===== config.mk =====
export PLATFORM = sky130hd
export DESIGN_NAME = ring_tx_arbiter
export DESIGN_NICKNAME = d
export VERILOG_FILES = /design/src/rtl/ring_pkg.sv /design/src/rtl/rr_pick.sv /design/src/rtl/ring_tx_arbiter.sv
export SDC_FILE = /design/constraint.sdc
export NUM_CORES = 1
export LEC_CHECK = 0
export ABC_CLOCK_PERIOD_IN_PS = 2410
export BUFFER_PORTS_ARGS = -buffer_cell sky130_fd_sc_hd__buf_4
export CAP_MARGIN = 30
export CORE_MARGIN = 2
export CORE_UTILIZATION = 40
export CTS_CLUSTER_DIAMETER = 200
export DETAILED_ROUTE_END_ITERATION = 12
export HOLD_SLACK_MARGIN = 0.1
export MAX_ROUTING_LAYER = met4
export PLACE_DENSITY = 0.79
export RECOVER_POWER = 100
export SLEW_MARGIN = 5
export SYNTH_ARGS = -nofsm -noshare
export SYNTH_HDL_FRONTEND = slang
export SYNTH_SLANG_ARGS = --single-unit
export TNS_END_PERCENT = 1

===== constraint.sdc =====
create_clock -name clk -period 2.41 [get_ports clk]
set_input_delay 0.6025 -clock clk [delete_from_list [all_inputs] [get_ports clk]]
set_output_delay 0.6025 -clock clk [all_outputs]
set_load 0.02 [all_outputs]

===== src/rtl/ring_pkg.sv =====
// Shared definitions for the ring TX arbiter: packet field positions and FSM encoding.
package ring_pkg;

    // Ring node address width; DST and SRC fields sit just below the FULL/ACK flags.
    localparam int ABITS = 3;

    function automatic int full_pos(input int width);
        return width - 1;
    endfunction

    function automatic int ack_pos(input int width);
        return width - 2;
    endfunction

    function automatic int dst_lsb(input int width);
        return width - 2 - ABITS;
    endfunction

    function automatic int src_lsb(input int width);
        return width - 2 - 2 * ABITS;
    endfunction

    typedef enum logic {
        ST_IDLE = 1'b0,
        ST_HOLD = 1'b1
    } arb_state_e;

endpackage


===== src/rtl/rr_pick.sv =====
// Rotating priority encoder: first set request scanning last+1, last+2, ... mod N.
module rr_pick #(
    parameter  int N  = 4,
    localparam int IW = $clog2(N)
) (
    input  logic [N-1:0]  req,
    input  logic [IW-1:0] last,
    output logic          any,
    output logic [IW-1:0] idx
);

    always_comb begin
        int j;
        j   = 0;
        any = 1'b0;
        idx = '0;
        for (int k = 1; k <= N; k++) begin
            j = int'(last) + k;
            if (j >= N) j = j - N;
            if (!any && req[j[IW-1:0]]) begin
                any = 1'b1;
                idx = IW'(j);
            end
        end
    end

endmodule


===== src/rtl/ring_tx_arbiter.sv =====
// Round-robin arbiter sharing the ring node TX FIFO write port among N requesters,
// with bounded bursts when other requesters are waiting.
module ring_tx_arbiter
    import ring_pkg::*;
#(
    parameter  int N     = 4,
    parameter  int WIDTH = 16,
    parameter  int BURST = 4,
    localparam int IW    = $clog2(N)
) (
    input  logic                 clk,
    input  logic                 rst,
    input  logic [N-1:0]         req_valid,
    input  logic [N*WIDTH-1:0]   req_data,
    output logic [N-1:0]         req_ready,
    input  logic [N-1:0]         req_en,
    output logic [WIDTH-1:0]     fifo_d,
    output logic                 fifo_wr,
    input  logic                 fifo_full,
    output logic                 grant_valid,
    output logic [IW-1:0]        grant_id,
    output logic                 stall
);

    localparam int         FULL_BIT = full_pos(WIDTH);
    localparam int         ACK_BIT  = ack_pos(WIDTH);
    localparam logic [3:0] BURST_L  = 4'(BURST);

    arb_state_e  state, state_nx;
    logic [IW-1:0] owner, owner_nx;
    logic [IW-1:0] last, last_nx;
    logic [3:0]    cnt, cnt_nx;

    logic [N-1:0][WIDTH-1:0] lane_data;
    logic [N-1:0]            own_oh;
    logic [N-1:0]            cand;
    logic                    hold, own_valid, own_en, transfer, others;
    logic                    pick_any;
    logic [IW-1:0]           pick_idx;
    logic [3:0]              cnt_inc;

    assign lane_data = req_data;
    assign cand      = req_valid & req_en;
    assign hold      = (state == ST_HOLD);
    assign own_valid = req_valid[owner];
    assign own_en    = req_en[owner];
    assign transfer  = hold && own_valid && own_en && !fifo_full;
    assign others    = |(cand & ~own_oh);
    assign cnt_inc   = cnt + 4'd1;

    for (genvar i = 0; i < N; i++) begin : g_lane
        assign own_oh[i]    = (owner == IW'(i));
        assign req_ready[i] = hold && own_oh[i] && req_en[i] && !fifo_full;
    end

    rr_pick #(.N(N)) u_pick (
        .req  (cand),
        .last (last),
        .any  (pick_any),
        .idx  (pick_idx)
    );

    always_ff @(posedge clk) begin
        if (!rst) begin
            state <= ST_IDLE;
            owner <= '0;
            last  <= IW'(N - 1);
            cnt   <= '0;
        end else begin
            state <= state_nx;
            owner <= owner_nx;
            last  <= last_nx;
            cnt   <= cnt_nx;
        end
    end

    always_comb begin
        state_nx = state;
        owner_nx = owner;
        last_nx  = last;
        cnt_nx   = cnt;
        case (state)
            ST_IDLE: begin
                if (pick_any) begin
                    state_nx = ST_HOLD;
                    owner_nx = pick_idx;
                    cnt_nx   = '0;
                end
            end
            ST_HOLD: begin
                if (transfer) begin
                    if (cnt_inc == BURST_L) begin
                        // Burst exhausted: yield only if someone else is waiting.
                        cnt_nx = '0;
                        if (others) begin
                            state_nx = ST_IDLE;
                            last_nx  = owner;
                        end
                    end else begin
                        cnt_nx = cnt_inc;
                    end
                end else if (!own_valid || !own_en) begin
                    state_nx = ST_IDLE;
                    last_nx  = owner;
                    cnt_nx   = '0;
                end
            end
            default: state_nx = ST_IDLE;
        endcase
    end

    always_comb begin
        fifo_d = '0;
        if (hold) begin
            fifo_d           = lane_data[owner];
            fifo_d[FULL_BIT] = 1'b1;
            fifo_d[ACK_BIT]  = 1'b0;
        end
    end

    assign fifo_wr     = transfer;
    assign grant_valid = hold;
    assign grant_id    = owner;
    assign stall       = hold && own_valid && fifo_full;

endmodule


==> results.toml <==
[sta]
period_share_pct = 95.26
fin_setup_tns_ps = 0
hold_violations = 0
setup_viol = 0
worst_pin_slew_ps = 494.0
slew_viol_final = 0
fin_crit_ps = 2296
max_slew_margin_pct = 66.72
fmax_ghz = 0.4356
fin_ws_ps = 114.1
rsz0062_at_grt = "no"
finClkSkew_ps = 12.37

[die]
core-area_um2 = 3053
fp.dieH_um = 60.51
row_count = 20
io_pins = 100
start_util_pct = 41.84
dieArea_um2 = 3661
die_w_um = 60.51

[logic_synthesis]
ys_seq_area_share_pct = 14.10
synthCells = 147
synthTopCellsByCount = "and2_1 (16), mux4_2 (16), nand2_1 (15), dfxtp_1 (9), nand3_1 (8)"
yosys_warnings = 0
synth-edff-count = 0
synth_seq_cells = 9
synth_top_area_share_pct = 28.21
syn_area_um2 = 1277
synth_flop_cell = "dfxtp_1"
synth.area.top_cells = "mux4_2 (28%), dfxtp_1 (14%), and2_1 (7.8%)"
syn_nets = 224
yosys.area.top_type = "mux4_2"
synth.avg_cell_area_um2 = 8.690
yosysUniqueCellTypes = 43
synthArstFlopShare_pct = 0

[cells_and_area]
finalNetCount = 311
syn2layout_area_growth_pct = 53.28
layout-drive-gt1-share_pct = 47.21
diodes = 0
fillCellCount = 300

[detailed_routing]
wl_um = 4363
first_pass_iters = 4
via_count = 1520
postRouteAntennaNets = 0
drt_iter0_markers = 62
avgViaCountPerCell = 5.487
wl_per_cell_um = 15.75
drc = 0

[clocking]
clkSlewWorstSetupHoldPaths_ps = 70
cts.hold.buffers_added = 0
tritoncts = "yes"
cts_buffer_depth = 2
clk_latency_ps = 270
clock-sinks = 9
root_buffer = "clkbuf_4"
cts_setup_buffers = 0
cts_buffers = 3
htree_num_levels = 1

[pwr]
power_density_nw_per_um2 = 521.9
ir_worst_vdd_v = 0.0003933
power_leakage_nw = 0.8425

[grt]
grt_pass1_wl_um = 6672
grt_pass1_vias = 1418
antenna_found_initial = 0
grt_util_all_layers_pct = 24.95
grt_max_degree = 24
grt_overflow = 0

[worst_setup_path]
rr_endpoint = "last[0]"
cp.required_ps = 1810
crit_arrival_ps = 1690
rrSetupSlack_ps = 410
cp-end-kind = "output pin"
crit_path_max_incr_delay_ps = 430
cpMaxStageDelayCell = "dfxtp_1"
critical_path_class = "register to output pin"
reg2reg_from = "grant_id[1]"
reg2regPathDepth = 7
cp-start-kind = "register"
cp_max_fo = 20
crit_chain = "buf_4, mux4_2, nand2_2, nor2_1, buf_2"

[placement]
pre_cts_slack_ps = 212.4
port_buffers = 90
dp_hpwl_um = 3447
routabilityCongestion = 0.8909

[worst_hold_path]
hold_path_end = "cnt[2]"
worstHoldStart = "cnt[2]"
min_path_cells = 2
hp-class = "register to register"

[flow_run]
maxCapViolCount = 0

[outcome]
outcome = "complete, no violations"
-- worst max path at each step --
stage,start,to,cells past startpoint
floorplan,fifo_full,req_ready[0],2
global placement,req_valid[3],stall,4
detailed placement,req_valid[3],stall,4
CTS,grant_id[0],fifo_wr,5
global route,grant_id[1],fifo_wr,5
finish,grant_id[1],fifo_wr,5
-- through the flow --
| step | utilization [%] | cell area, um^2 | total power [W] | hold slack [ps] | instances |
|---|---|---|---|---|---|
| finish | 64.14 | 1958 | 0.001022 | 503.3 | 277 |
| global route | 64.14 | 1958 | 0.001096 | 539.5 | 277 |
| CTS | 65.70 | 2006 | 0.001053 | 499.8 | 276 |
| detailed placement | 64.75 | 1977 | 0.0009303 | 489.9 | 272 |
| global placement | 64.75 | 1977 | 0.0009179 | 492.7 | 272 |
| floorplan | - | 1277 | 0.0006733 | 465.1 | 147 |
-- sequential cells by signal, indices dropped and copies added (netlist names) --
name	flops
grant_valid	1
grant_id	2
last	2
cnt	4
-- cells in the final DEF, fill, tap and decap left out, drive strengths merged, types with 2 or more instances in the layout --
cell type	count
a21oi	7
a221oi	2
a22oi	3
a31oi	3
and2	16
buf	75
clkbuf	23
dfxtp	9
ha	2
inv	6
mux2i	3
mux4	16
nand2	16
nand2b	3
nand3	8
nor2	5
nor2b	5
nor3	3
nor3b	2
o211ai	4
o21ai	8
o221ai	2
-- layer usage --
metal  global-route usage (%)  up-vias  routed length (um)  part of all wire [%]
met2                    45.50       74                2300                    53
met1                    27.08      710                1574                    36
met4                    8.075        0                  95                   2.2
met3                    4.904       10                 393                   9.0
li1                         -      726                   -                     -
met5                        -        -                   0                     0
-- what timing repair did --
item | 4_1_cts | 5_1_grt
gates cloned | 0 | 1
resized for setup | 1 | 1
setup endpoints to repair | 15 | 7
-- where the power goes --
part	total, W	switching (W)	internal, W
Clock	0.000120	0.0000590	0.0000613
Combinational	0.000684	0.000332	0.000352
Sequential	0.000217	0.0000461	0.000171
Total	0.00102	0.000438	0.000584
-- critical path, delay by kind of cell (launching register included) --
kind,cells,cell delay [ps]
muxes,1,350
and+or+nand+nor,2,150
buffers and inverters,2,480
DFF,1,430
-- area by class of cell --
type | count | area, um^2 | area share (%)
clock buffers | 3 | 22.52 | 1.150
clock inverters | 1 | 5.005 | 0.2556
inverters | 6 | 22.52 | 1.150
multi-input cells | 119 | 987.2 | 50.42
flip-flops and latches | 9 | 183.9 | 9.393
well taps | 44 | 55.05 | 2.811
repair buffers | 95 | 681.9 | 34.82
-- logic make-up (layout without fill, tap and decap cells) --
kind of cell / count (synthesis) / count (layout) / synth area share [%]
compound gates: 35 / 35 / 19.69
fa+ha+maj: 2 / 2 / 1.959
buf+inv: 19 / 105 / 7.541
flops: 9 / 9 / 14.10
mux: 19 / 19 / 30.56
other cells: 1 / 1 / 0.2935
simple gates: 62 / 62 / 25.86
Power figures use the tool's default switching activity.
